File: src/rtl/traffic_phase_ctrl_pkg.sv
// Shared types and constants for the intersection phase sequencer.
// Phase encoding, lamp codes and the phase successor / lamp decode helpers.
package traffic_pkg;

    localparam int CNT_W   = 7;
    localparam int MAX_SEC = 99;

    typedef enum logic [2:0] {
        NS_G  = 3'd0,
        NS_Y  = 3'd1,
        AR_NS = 3'd2,
        EW_G  = 3'd3,
        EW_Y  = 3'd4,
        AR_EW = 3'd5,
        FLASH = 3'd6
    } phase_t;

    localparam logic [2:0] RED = 3'b100;
    localparam logic [2:0] YEL = 3'b010;
    localparam logic [2:0] GRN = 3'b001;
    localparam logic [2:0] OFF = 3'b000;

    // Normal day sequence; FLASH always leaves through EW clearance.
    function automatic phase_t next_phase(input phase_t s);
        case (s)
            NS_G:    return NS_Y;
            NS_Y:    return AR_NS;
            AR_NS:   return EW_G;
            EW_G:    return EW_Y;
            EW_Y:    return AR_EW;
            default: return NS_G;
        endcase
    endfunction

    // Returns {ns_light, ew_light}.
    function automatic logic [5:0] lamps(input phase_t s, input logic flash);
        case (s)
            NS_G:    return {GRN, RED};
            NS_Y:    return {YEL, RED};
            EW_G:    return {RED, GRN};
            EW_Y:    return {RED, YEL};
            FLASH:   return flash ? {YEL, YEL} : {OFF, OFF};
            default: return {RED, RED};
        endcase
    endfunction

endpackage

File: src/rtl/traffic_phase_ctrl_if.sv
// Control inputs and lamp/countdown outputs of the phase sequencer.
// master drives the requests, slave is the sequencer itself.
interface traffic_phase_ctrl_if;
    import traffic_pkg::*;

    logic             en;
    logic             sec_tick;
    logic             ped_req;
    logic             night;
    logic [2:0]       ns_light;
    logic [2:0]       ew_light;
    logic [CNT_W-1:0] remain;
    logic             phase_done;
    logic             ped_ack;

    modport master (
        output en, sec_tick, ped_req, night,
        input  ns_light, ew_light, remain, phase_done, ped_ack
    );

    modport slave (
        input  en, sec_tick, ped_req, night,
        output ns_light, ew_light, remain, phase_done, ped_ack
    );

endinterface

File: src/rtl/phase_down_counter.sv
// Seconds-left counter: load has priority, dec stops at 1 so it never wraps.
// Latency: val updates one clock after load/dec; no backpressure.
module phase_down_counter
    import traffic_pkg::*;
#(
    parameter logic [CNT_W-1:0] RST_VAL = 7'd2
) (
    input  logic             clk,
    input  logic             rst_n,
    input  logic             load,
    input  logic [CNT_W-1:0] load_val,
    input  logic             dec,
    output logic [CNT_W-1:0] val,
    output logic             is_one
);

    always_ff @(posedge clk or negedge rst_n) begin
        if (!rst_n) begin
            val <= RST_VAL;
        end else if (load) begin
            val <= load_val;
        end else if (dec && (val > CNT_W'(1))) begin
            val <= val - CNT_W'(1);
        end
    end

    assign is_one = (val == CNT_W'(1));

endmodule

File: src/rtl/traffic_phase_ctrl.sv
// Two-approach phase sequencer with ped green shortening and night flash.
// Latency: one clock from qualified tick/request to registered outputs; no backpressure.
module traffic_phase_ctrl
    import traffic_pkg::*;
#(
    parameter int pGREEN_NS  = 30,
    parameter int pGREEN_EW  = 25,
    parameter int pYELLOW    = 3,
    parameter int pALL_RED   = 2,
    parameter int pGREEN_MIN = 5
) (
    input  logic                  clk,
    input  logic                  rst_n,
    traffic_phase_ctrl_if.slave   bus
);

    localparam int GREEN_LO = (pGREEN_NS < pGREEN_EW) ? pGREEN_NS : pGREEN_EW;

    if (pGREEN_NS < 1 || pGREEN_NS > MAX_SEC || pGREEN_EW < 1 || pGREEN_EW > MAX_SEC ||
        pYELLOW < 1 || pYELLOW > MAX_SEC || pALL_RED < 1 || pALL_RED > MAX_SEC ||
        pGREEN_MIN < 1 || pGREEN_MIN >= GREEN_LO) begin : g_bad_param
        $error("traffic_phase_ctrl: phase duration parameter out of range");
    end

    localparam logic [CNT_W-1:0] GMIN = CNT_W'(pGREEN_MIN);

    function automatic logic [CNT_W-1:0] dur(input phase_t s);
        case (s)
            NS_G:         return CNT_W'(pGREEN_NS);
            EW_G:         return CNT_W'(pGREEN_EW);
            NS_Y, EW_Y:   return CNT_W'(pYELLOW);
            AR_NS, AR_EW: return CNT_W'(pALL_RED);
            default:      return '0;
        endcase
    endfunction

    phase_t           state, state_n;
    logic             flash_q, flash_n;
    logic             ped_pending;
    logic             qt, svc;
    logic             cnt_load, cnt_dec, cnt_one;
    logic [CNT_W-1:0] cnt_ld_val, cnt_val;

    phase_down_counter #(.RST_VAL(CNT_W'(pALL_RED))) u_cnt (
        .clk      (clk),
        .rst_n    (rst_n),
        .load     (cnt_load),
        .load_val (cnt_ld_val),
        .dec      (cnt_dec),
        .val      (cnt_val),
        .is_one   (cnt_one)
    );

    always_comb begin
        state_n    = state;
        flash_n    = flash_q;
        cnt_load   = 1'b0;
        cnt_ld_val = cnt_val;
        cnt_dec    = 1'b0;
        qt         = bus.en & bus.sec_tick;
        // A terminating tick in green beats the request, which then waits for the next green.
        svc        = bus.en & ped_pending & ((state == NS_G) || (state == EW_G)) & ~(qt & cnt_one);
        if (svc) begin
            if (cnt_val > GMIN) begin
                cnt_load   = 1'b1;
                cnt_ld_val = GMIN;
            end
        end else if (qt) begin
            if (state == FLASH) begin
                if (!bus.night) begin
                    state_n    = AR_EW;
                    cnt_load   = 1'b1;
                    cnt_ld_val = dur(AR_EW);
                end else begin
                    flash_n = ~flash_q;
                end
            end else if (cnt_one) begin
                cnt_load = 1'b1;
                if (((state == AR_NS) || (state == AR_EW)) && bus.night) begin
                    state_n    = FLASH;
                    flash_n    = 1'b1;
                    cnt_ld_val = '0;
                end else begin
                    state_n    = next_phase(state);
                    cnt_ld_val = dur(next_phase(state));
                end
            end else begin
                cnt_dec = 1'b1;
            end
        end
    end

    always_ff @(posedge clk or negedge rst_n) begin
        if (!rst_n) begin
            state          <= AR_EW;
            flash_q        <= 1'b1;
            ped_pending    <= 1'b0;
            bus.ped_ack    <= 1'b0;
            bus.phase_done <= 1'b0;
            bus.ns_light   <= RED;
            bus.ew_light   <= RED;
        end else begin
            state                        <= state_n;
            flash_q                      <= flash_n;
            ped_pending                  <= bus.ped_req | (ped_pending & ~svc);
            bus.ped_ack                  <= svc;
            bus.phase_done               <= (state_n != state);
            {bus.ns_light, bus.ew_light} <= lamps(state_n, flash_n);
        end
    end

    assign bus.remain = cnt_val;

endmodule
File: src/flat_wrapper.sv
// flat-port wrapper written by rule: the top's interface ports become plain ports
module traffic_phase_ctrl_flat import traffic_pkg::*;
#(
    parameter int pGREEN_NS  = 30,
    parameter int pGREEN_EW  = 25,
    parameter int pYELLOW    = 3,
    parameter int pALL_RED   = 2,
    parameter int pGREEN_MIN = 5
)
  (clk, rst_n, bus_en, bus_sec_tick, bus_ped_req, bus_night, bus_ns_light, bus_ew_light, bus_remain, bus_phase_done, bus_ped_ack);
  traffic_phase_ctrl_if bus_i ();
  input  logic clk;
  input  logic rst_n;
  input wire logic [$bits(bus_i.en)-1:0] bus_en;
  input wire logic [$bits(bus_i.sec_tick)-1:0] bus_sec_tick;
  input wire logic [$bits(bus_i.ped_req)-1:0] bus_ped_req;
  input wire logic [$bits(bus_i.night)-1:0] bus_night;
  output wire logic [$bits(bus_i.ns_light)-1:0] bus_ns_light;
  output wire logic [$bits(bus_i.ew_light)-1:0] bus_ew_light;
  output wire logic [$bits(bus_i.remain)-1:0] bus_remain;
  output wire logic [$bits(bus_i.phase_done)-1:0] bus_phase_done;
  output wire logic [$bits(bus_i.ped_ack)-1:0] bus_ped_ack;
  assign bus_i.en = bus_en;
  assign bus_i.sec_tick = bus_sec_tick;
  assign bus_i.ped_req = bus_ped_req;
  assign bus_i.night = bus_night;
  assign bus_ns_light = bus_i.ns_light;
  assign bus_ew_light = bus_i.ew_light;
  assign bus_remain = bus_i.remain;
  assign bus_phase_done = bus_i.phase_done;
  assign bus_ped_ack = bus_i.ped_ack;
  traffic_phase_ctrl #(.pGREEN_NS(pGREEN_NS), .pGREEN_EW(pGREEN_EW), .pYELLOW(pYELLOW), .pALL_RED(pALL_RED), .pGREEN_MIN(pGREEN_MIN)) u_core (.clk(clk), .rst_n(rst_n), .bus(bus_i));
endmodule
File: config.mk
export PLATFORM = sky130hd
export DESIGN_NAME = traffic_phase_ctrl_flat
export DESIGN_NICKNAME = d
export VERILOG_FILES = /design/src/rtl/traffic_phase_ctrl_pkg.sv /design/src/rtl/traffic_phase_ctrl_if.sv /design/src/rtl/phase_down_counter.sv /design/src/rtl/traffic_phase_ctrl.sv /design/src/flat_wrapper.sv
export SDC_FILE = /design/constraint.sdc
export NUM_CORES = 1
export LEC_CHECK = 0
export BUFFER_PORTS_ARGS = -buffer_cell sky130_fd_sc_hd__buf_2
export CORE_MARGIN = 1.5
export CORE_UTILIZATION = 55
export DETAILED_ROUTE_END_ITERATION = 12
export PLACE_DENSITY = 0.78
export SLEW_MARGIN = 10
export SYNTH_ARGS = -nofsm -noshare
export SYNTH_HDL_FRONTEND = slang
export SYNTH_SLANG_ARGS = --single-unit
File: constraint.sdc
create_clock -name clk -period 2.2 [get_ports clk]
set_input_delay 0 -clock clk [delete_from_list [all_inputs] [get_ports clk]]
set_output_delay 0 -clock clk [all_outputs]
set_load 0.02 [all_outputs]
# Word-level counts from Yosys, hierarchy flattened
# Cells that the tools add are included.
[word_totals]
wordCells = 93
mem_bits_rw = 0
mem_count = 0
mem_bits_ro = 0
latchBits = 0
regBits = 20
output_inout_bits = 15
in_bits = 6
[op_classes]
muxes = 40
n_eq_ne = 21
n_bitwise = 10
shift = 0
addsub = 1
magnitude_cmp = 2
n_div = 0
mul = 0
reduce_logical = 11
[op_table]
columns = ["operator", "count"]
rows = [
  ["2-to-1 mux 7 bit", 9],
  ["2-to-1 mux 3 bit", 11],
  ["one-hot mux 6 bit (5 select lines)", 1],
  ["equality test 3 bit, second input constant", 7],
  ["one-hot mux 5 bit (4 select lines)", 1],
  ["2-to-1 mux 1 bit", 16],
  ["equality test 3 x 2 -> 1 bit, second input constant", 5],
  ["one-hot mux 3 bit (5 select lines)", 1],
  ["equality test 3 x 1 -> 1 bit, second input constant", 3],
  ["zero test 3 bit", 3],
  ["inequality test 4 x 3 -> 1 bit, second input constant", 2],
  ["equality test 7 x 1 -> 1 bit, second input constant", 1],
  ["> comparator 7 x 1 -> 1 bit, second input constant", 1],
  ["> comparator 7 x 3 -> 1 bit, second input constant", 1],
  ["subtractor 7 x 1 -> 7 bit, second input constant", 1],
  ["AND 1 bit", 6],
  ["2-to-1 mux 5 bit", 1],
  ["AND reduction 5 bit", 1],
  ["OR reduction 2 bit", 2],
  ["inequality test 3 x 1 -> 1 bit, second input constant", 1],
  ["inequality test 3 bit", 1],
  ["inequality test 3 bit, second input constant", 1],
  ["inverter 1 bit", 3],
  ["logical AND 1 bit", 2],
  ["3 further kinds", 4],
]

# Depth between registers and ports, before layout
# Gate-level depths: netlist (run 1).
[logic_depth]
word_depth = 17
mapped_depth = 8
ltp_nobuf = 8

# Hierarchy
# From an unflattened synthesis (run 1), not the netlist that was laid out.
[unflattened]
cells_unflattened = 169
hier_area_um2 = 1470.2
[modules_own_cells]
columns = ["mod", "cells_per_inst", "n_inst", "area_per_inst_um2", "seq_area_each_um2"]
rows = [
  ["traffic_phase_ctrl", 116, 1, 984.7, 331.6],
  ["phase_down_counter", 53, 1, 485.5, 176.4],
]

# Least setup slack after synthesis (run 1)
# No wires, ideal clock.
[synth_path]
path_kind = "reg-to-reg"
start = "register u_core.u_cnt.val[3]"
end = "register u_core.u_cnt.val[4]"
stages_incl_launch_ff = 7
t_required_ns = 2.068
path_buffers = 1
period_less_slack_ns = 1.998
setup_ns = 0.132
arrival_ns = 1.866
path_slack_ns = 0.202
path_cell_list = "dfrtp_1 or4_1 buf_2 or3_4 nand4_2 xor2_1 o22ai_1"
[synth_between]
elab_chain_len = 8
elab_cells_between_ends = 26
cone_classes = "add/sub (1); order compare (2); eq/ne (5); mux (12); bitwise (3); reduce/logical (3)"
[synth_lines]
columns = ["item", "line_no", "rtl"]
rows = [
  ["start: declaration", "phase_down_counter.sv:13", "output logic [CNT_W-1:0] val,"],
  ["start signal: assignment", "phase_down_counter.sv:21", "val <= load_val;"],
  ["start signal: assignment", "phase_down_counter.sv:23", "val <= val - CNT_W'(1);"],
  ["branches (longest 8 deep; another with > comparator 7 x 3 -> 1 bit)", "--", ""],
]
# Parallel ways; which one is timed is not known. The select of a mux whose other input is x is not followed.
# A chain may end at the register's enable or synchronous reset.

# Worst setup path after layout (run 1)
[layout_path]
start = "register u_core.u_cnt.val[1]"
end = "register u_core.bus.ns_light[0]"
[layout_between]
elab_chain_len = 7
elab_cells_between_ends = 14
cone_classes = "eq/ne (5); mux (5); bitwise (3); reduce/logical (1)"
[layout_lines]
columns = ["item", "line_no", "rtl"]
rows = [
  ["equality test 7 x 1 -> 1 bit *", "phase_down_counter.sv:27", "assign is_one = (val == CNT_W'(1));"],
  ["2-to-1 mux 3 bit or AND 1 bit (tied branches)", "traffic_phase_ctrl.sv:77, traffic_phase_ctrl.sv:62", ""],
  ["2-to-1 mux 3 bit or inverter 1 bit (tied branches)", "traffic_phase_ctrl.sv:69, traffic_phase_ctrl.sv:62", ""],
  ["2-to-1 mux 3 bit or AND 1 bit (tied branches)", "traffic_phase_ctrl.sv:68, traffic_phase_ctrl.sv:62", ""],
  ["2-to-1 mux 3 bit *", "traffic_phase_ctrl.sv:63", "if (svc) begin"],
  ["net u_core.state_n[2]", "traffic_phase_ctrl.sv:37", "phase_t state, state_n;"],
  ["equality test 3 bit (tied with other cells)", "traffic_phase_ctrl_pkg.sv:37", "case (s)"],
  ["one-hot mux 6 bit (5 select lines) *", "traffic_phase_ctrl_pkg.sv:37", ""],
  ["end signal: assignment", "traffic_phase_ctrl.sv:108", "{bus.ns_light, bus.ew_light} <= lamps(state_n, flash_n);"],
  ["end: declaration", "traffic_phase_ctrl_if.sv:23", "output ns_light, ew_light, remain, phase_done, ped_ack"],
]
# Mark *: on every way through the listed nets, which the timed path passes. The rest lies on a longest branch.

==> out/results.tsv, run 1 <==
stage	metric	value	unit
cells_and_area	Filler Cells Inserted	175	
global_routing	total track usage	25.6	%
cells_and_area	post-route cell area	1490	sq um
floorplanning	Starting Density	58.0	%
floorplanning	Ports	21	
yosys	sequential area share after synthesis	39.6	%
worst_setup_path	r2r setup slk	0.11	ns
timing	setup TNS	0	ns
yosys	cell count after synthesis	137	
worst_setup_path	Critical Path RT	2.43	ns
cells_and_area	most common cell after layout, fill and taps aside	buf_2	
timing	minimum clock period after layout	2.09	ns
pwr	PnR Total Power	2.17	mW
pwr	internal power	1.18	mW
routing	DRC	0	
floorplanning	die height	51.3	microns
timing	Fmax	478	MHz
pwr	register share of total power	31.1	%
place	DP Area	1420	sq um
cells_and_area	fin nets	169	
yosys	Unique masters post-synth	52	
pwr	PD cells	1450	nW/um^2
routing	First-pass DRT Iterations	4	
timing	final hold viol count	0	
timing	relative slew slack	69.2	%
clock_network	setup bufs post-CTS	0	
timing	fin crit share	95.2	%
worst_setup_path	startpoint types	flip-flop	
flow_run	Max-Cap Viols	0	
global_routing	global route overflow	0	
yosys	Ys Warns	0	
clock_network	CTS tree	yes	
timing	Setup Skew	0.00548	ns
clock_network	CTS Buf Count	3	
yosys	asr flop ratio synth	100	%
clock_network	Clk Latency, worst-skew pair	0.31	ns
yosys	post-synthesis instance area	1280	sq um
worst_setup_path	Critical Path Most Common Cell	inv_1	
place	Setup WS pre-CTS	0.114	ns
cells_and_area	share of layout cells above drive strength 1	28.7	%
yosys	Synth Flop Type	dfrtp_1	
routing	Vias	1163	
clock_network	maximum buffer depth of the clock tree	2	
routing	drt total wl	3.09	mm
clock_network	clk slew on worst S/H paths	0.11	ns
routing	Routed Antenna Nets	0	
worst_setup_path	Worst EP arrival	2.32	ns
place	GPL Wtd Cong	0.954	
floorplanning	die area	2630	sq um
cells_and_area	# diodes	0	
pwr	Max rail drop VDD	0.967	mV
timing	fin worst setup slack	0.107	ns
worst_hold_path	Hold WC Path Type	input pin to flip-flop	
worst_setup_path	Critical Path End Type	flip-flop	
clock_network	CTS Sinks	20	
pwr	Switching Fraction	45.8	%
global_routing	vias in the first global route	1085	
worst_setup_path	CP max-delay cell	dfstp_2	
routing	DR WL/cell	16.4	microns
pwr	switching power total	995	uW
cells_and_area	commonest non-fill, non-tap cells in the layout	buf_2 (20), dfrtp_1 (14), inv_1 (10), nand2_1 (10)	
place	PortBufs	20	
yosys	Post-synth EDFFs	0	
pwr	Clk pwr share	13.8	%
global_routing	largest net degree at the start of global routing	21	
worst_setup_path	max incr delay on CP	0.57	ns
yosys	synthesized netlist net count	145	
yosys	Avg Synthesized Cell Area	9.36	sq um
worst_setup_path	CP Max Fanout	5	
floorplanning	num rows	17	
floorplanning	Die Wd	51.3	microns
timing	Final Setup Violations	0	
pwr	static leakage	0.693	nW
floorplanning	core region area	2210	sq um
clock_network	clock root buffer master	clkbuf_4	
routing	Iteration-0 DRC Markers	38	
worst_setup_path	kind of critical path	flip-flop to flip-flop	
global_routing	first-pass GRT wire length	4.97	mm
global_routing	initial antenna violation count	0	
timing	Slew Viols, Final	0	
yosys	Synth Register Bits	20	
cells_and_area	synth-to-layout area growth	16.5	%
pwr	Logic pwr share	55.1	%
place	DPL Wire Length	2.19	mm
worst_setup_path	CP cell instances	inv_1, ha_1, nor2b_2, nand4_1, mux2i_1, o211a_1, inv_1, nor3_1	
status	run status	complete, no violations	
clock_network	htree depth	1	
routing	post-DR vias/cell	6.19	
timing	final hold slack	0.125	ns
timing	unrepaired setup endpoints after global routing	no	
timing	Slew @ Worst Pin	0.462	ns
[through the flow]
| stage | cells | utilization [%] |
|---|---|---|
| after floorplan | 137 | - |
| after global placement | 182 | 64.1 |
| after detailed placement | 182 | 64.1 |
| after CTS | 188 | 67.4 |
| after global routing | 188 | 67.5 |
| final | 188 | 67.5 |
[layout make-up]
| cell class | count | area (sq um) | area share, % |
|---|---|---|---|
| sequential | 20 | 508 | 34.0 |
| clock buffer | 3 | 22.5 | 1.51 |
| inverter | 10 | 37.5 | 2.51 |
| timing repair buffer | 26 | 150 | 10.1 |
| tap | 28 | 35.0 | 2.35 |
| clock inverter | 1 | 30.0 | 2.01 |
| multi-input combinational | 100 | 711 | 47.6 |
[sequential cells by signal, indices dropped and copies added (netlist names)]
name / flops
u_core.bus.ns_light: 3
u_core.ped_pending: 1
u_core.u_cnt.val: 7
u_core.bus.ped_ack: 1
u_core.state: 3
u_core.bus.phase_done: 1
u_core.flash_q: 1
u_core.bus.ew_light: 3
[power groups by stage]
stage	registers, mW	logic, mW	clock network (mW)
after floorplan	0.739	0.786	0
after global placement	0.669	1.14	0
after detailed placement	0.676	1.16	0
after CTS	0.673	1.18	0.305
after global routing	0.696	1.30	0.318
final	0.676	1.20	0.299
[per-layer routing]
layer	part of all wire (%)	GRT usage [%]	vias up
met5	0	0	-
met4	3.1	10.1	0
met3	8.3	7.89	17
met2	48	41.6	62
met1	40	31.8	543
li1	-	-	541
[cells in the mapped netlist, types with 3 or more instances]
master    number  share of area, %
a21oi_1        3               1.2
a31oi_1        3               1.5
clkbuf_1       4               1.2
dfrtp_1       14                27
dfstp_2        6                12
inv_1         10               2.9
mux2i_1        3               2.3
nand2_1       10               2.9
nand3_1        4               1.6
nor2_1         8               2.3
nor2b_1        5               2.4
nor3_1         8               3.1
o21ai_0        6               2.3
xnor2_1        4               2.7
xor2_1         3               2.0
[critical path: cells and delay by family (launching register included)]
kind                     cells  cell delay, ns
flip-flops                   1            0.57
AND/OR/NAND/NOR              3            0.53
AO/OA/AOI/OAI                1            0.29
multiplexers                 1            0.25
adder cells (fa/ha/maj)      1            0.21
buffers and inverters        2            0.15
[timing repair]
item | 4_1_cts | 5_1_grt
gates resized for setup | 0 | 1
hold buffers | 2 | 0
endpoints found under the hold margin | 21 | 0
endpoints found under the setup margin | 0 | 2
[worst paths after layout]
path | from | endpoint | depth (start not counted)
max in group asynchronous | rst_n | u_core.state[2]$_DFF_PN1_ | 2
hold reg to reg | u_core.ped_pending$_DFF_PN0_ | u_core.ped_pending$_DFF_PN0_ | 1
min in group asynchronous | rst_n | u_core.u_cnt.val[6]$_DFFE_PN0P_ | 2
setup / recovery | u_core.u_cnt.val[1]$_DFFE_PN1P_ | u_core.bus.ns_light[0]$_DFF_PN0_ | 8
setup reg to reg | u_core.u_cnt.val[1]$_DFFE_PN1P_ | u_core.bus.ns_light[0]$_DFF_PN0_ | 8
hold / removal | bus_night | u_core.flash_q$_DFF_PN1_ | 3
[logic make-up after synthesis]
logic type | count (synthesis) | share of synthesized area, %
compound gates | 35 | 23.1
xor+xnor | 7 | 4.78
fa+ha+maj | 2 | 1.95
buf+inv | 17 | 5.17
flops | 20 | 39.6
mux | 3 | 2.34
simple gates | 53 | 23.0
No activity file was read; power rests on OpenSTA's default activity.
==> run 2, diff against run 1 <==
CORE_MARGIN = 4   (was 1.5)
==> run 2 against run 1 <==
  * Setup slack improved by 0.10 ns
  * Cell count did not move
  * Routed wire length fell by 6.0%
  * Critical path depth fell by 3
  * Flip-flop and latch count did not move
  * Global-route usage fell by 5.8 points
  * Die area rose by 20%
==> out/results.tsv, run 2 (synthesis gave the netlist of run 1 again) <==
stage	metric	value	unit	change
routing	drt total wl	2.90	mm	was 3.09 mm
cells_and_area	commonest non-fill, non-tap cells in the layout	buf_2 (20), dfrtp_1 (14), inv_1 (10), nand2_1 (10)		unchanged
worst_setup_path	r2r setup slk	0.21	ns	was 0.11 ns
timing	relative slew slack	71.3	%	was 69.2%
status	run status	complete, no violations		unchanged
cells_and_area	most common cell after layout, fill and taps aside	buf_2		unchanged
clock_network	clock root buffer master	clkbuf_4		unchanged
global_routing	vias in the first global route	1050		was 1,085
floorplanning	Die Wd	56.3	microns	was 51.3 microns
worst_hold_path	Hold WC Path Type	input pin to flip-flop		unchanged
worst_hold_path	Worst Hold Path Cells	3		unchanged
pwr	register share of total power	30.9	%	was 31.1%
routing	DRC	0		unchanged
floorplanning	die height	56.3	microns	was 51.3 microns
clock_network	CTS Sinks	20		unchanged
cells_and_area	fin nets	169		unchanged
timing	unrepaired setup endpoints after global routing	no		unchanged
routing	DR WL/cell	15.4	microns	was 16.4 microns
worst_setup_path	CP Max Fanout	6		was 5
worst_setup_path	kind of critical path	flip-flop to flip-flop		unchanged
cells_and_area	largest register by flop count	u_core.u_cnt.val		unchanged
routing	Iteration-0 DRC Markers	40		was 38
clock_network	htree depth	1		unchanged
worst_setup_path	max incr delay on CP	0.62	ns	was 0.57 ns
pwr	Max rail drop VDD	0.873	mV	was 0.967 mV
pwr	Clk pwr share	14.1	%	was 13.8%
worst_setup_path	CP max-delay cell	or4_1		was dfstp_2
place	PortBufs	20		unchanged
floorplanning	die area	3170	sq um	was 2630 sq um
floorplanning	num rows	17		unchanged
timing	Setup Skew	0.00706	ns	was 0.00548 ns
cells_and_area	Multi-input gate area	711	sq um	unchanged
routing	Routed Antenna Nets	0		unchanged
worst_setup_path	Worst EP arrival	2.23	ns	was 2.32 ns
worst_setup_path	CP cell instances	or4_1, or3_4, nand3_2, xnor2_1, a2bb2oi_1		was inv_1, ha_1, nor2b_2, nand4_1, mux2i_1, o211a_1, inv_1, nor3_1
worst_setup_path	startpoint types	flip-flop		unchanged
global_routing	global route overflow	0		unchanged
routing	Vias	1137		was 1,163
clock_network	clk slew on worst S/H paths	0.11	ns	about the same
cells_and_area	Largest register FFs	7		unchanged
clock_network	maximum buffer depth of the clock tree	2		unchanged
floorplanning	Ports	21		unchanged
global_routing	initial antenna violation count	0		unchanged
place	DPL Wire Length	2.17	mm	was 2.19 mm
worst_setup_path	worst reg2reg path depth	5		was 8
floorplanning	core region area	2210	sq um	unchanged
global_routing	largest net degree at the start of global routing	21		unchanged
worst_setup_path	Critical Path RT	2.43	ns	about the same
timing	Final Setup Violations	0		unchanged
place	GPL Wtd Cong	0.917		was 0.954
timing	minimum clock period after layout	1.99	ns	was 2.09 ns
pwr	Switching Fraction	45.4	%	was 45.8%
timing	setup TNS	0	ns	unchanged
cells_and_area	synth-to-layout area growth	16.5	%	unchanged
pwr	PD cells	1440	nW/um^2	was 1450 nW/um^2
routing	post-DR vias/cell	6.05		was 6.19
pwr	switching power total	978	uW	was 995 uW
timing	Slew @ Worst Pin	0.431	ns	was 0.462 ns
timing	Slew Viols, Final	0		unchanged
global_routing	first-pass GRT wire length	4.93	mm	was 4.97 mm
clock_network	Clk Latency, worst-skew pair	0.31	ns	about the same
timing	final hold slack	0.104	ns	was 0.125 ns
floorplanning	Starting Density	58.0	%	unchanged
cells_and_area	FF/Latch Area	508	sq um	unchanged
timing	final hold viol count	0		unchanged
pwr	Logic pwr share	54.9	%	was 55.1%
cells_and_area	Filler Cells Inserted	198		was 175
routing	First-pass DRT Iterations	4		unchanged
global_routing	total track usage	19.8	%	was 25.6%
timing	Fmax	502	MHz	was 478 MHz
timing	fin crit share	90.6	%	was 95.2%
flow_run	Max-Cap Viols	0		unchanged
clock_network	CTS Buf Count	3		unchanged
cells_and_area	share of layout cells above drive strength 1	28.7	%	unchanged
pwr	static leakage	0.693	nW	unchanged
clock_network	CTS tree	yes		unchanged
worst_setup_path	Critical Path End Type	flip-flop		unchanged
cells_and_area	# diodes	0		unchanged
pwr	internal power	1.18	mW	about the same
==> run 2: cell counts in the layout (fill, tap and decap cells not counted) <==
No cell type changed its count.
==> run 2: repair_timing <==
item | 4_1_cts | 5_1_grt
gates resized for setup | 0 | 1
hold buffers | 2 | 0
endpoints found under the setup margin | 0 | 1
buffers inserted | 0 | 0
endpoints found under the hold margin | 21 | 0
==> run 2: worst paths after layout <==
check,end,from
setup / recovery,u_core.u_cnt.val[2]$_DFFE_PN0P_,u_core.u_cnt.val[5]$_DFFE_PN0P_
hold / removal,u_core.bus.ped_ack$_DFF_PN0_,bus_en
setup reg to reg,u_core.u_cnt.val[2]$_DFFE_PN0P_,u_core.u_cnt.val[5]$_DFFE_PN0P_
hold reg to reg,u_core.ped_pending$_DFF_PN0_,u_core.ped_pending$_DFF_PN0_
max in group asynchronous,u_core.bus.ns_light[2]$_DFF_PN1_,rst_n
min in group asynchronous,u_core.u_cnt.val[6]$_DFFE_PN0P_,rst_n
==> run 2: power by group through the flow <==
stage	registers, mW	logic (mW)	clock network (mW)
3_5_place_dp	0.673	1.17	0
4_1_cts	0.665	1.18	0.310
6_report	0.667	1.18	0.305
2_1_floorplan	0.739	0.786	0
3_3_place_gp	0.670	1.14	0
5_1_grt	0.695	1.29	0.336
==> run 2: per-stage QoR <==
step           total power, mW  worst slack [ns]  util (%)  cell area (sq um)  instances
2_1_floorplan             1.53             0.202         -               1280        137
3_3_place_gp              1.82             0.251      64.1               1420        182
6_report                  2.16             0.207      67.5               1490        188
5_1_grt                   2.32           0.00649      67.5               1490        188
4_1_cts                   2.16             0.156      67.4               1490        188
3_5_place_dp              1.84             0.192      64.1               1420        182
==> run 2: layout make-up <==
cell class	instances	area share, %
Clock buffer	3	1.51
Clock inverter	1	2.01
Inverter	10	2.51
Multi-Input combinational cell	100	47.6
Sequential cell	20	34.0
Tap cell	28	2.35
Timing Repair Buffer	26	10.1
==> run 2: critical path: cells and delay by family, from the launching register on <==
kind                      cells  cell delay, ns
AOI/OAI and AO/OA             1            0.19
xor gates and xnor gates      1            0.14
and+or+nand+nor               3            1.15
DFF                           1            0.44
==> run 2: metal layers <==
| layer | GRT usage [%] | routed length [microns] |
|---|---|---|
| met1 | 25.5 | 1210 |
| met2 | 32.1 | 1370 |
| met3 | 5.98 | 283 |
| met5 | 0 | 0 |
| met4 | 5.42 | 42 |
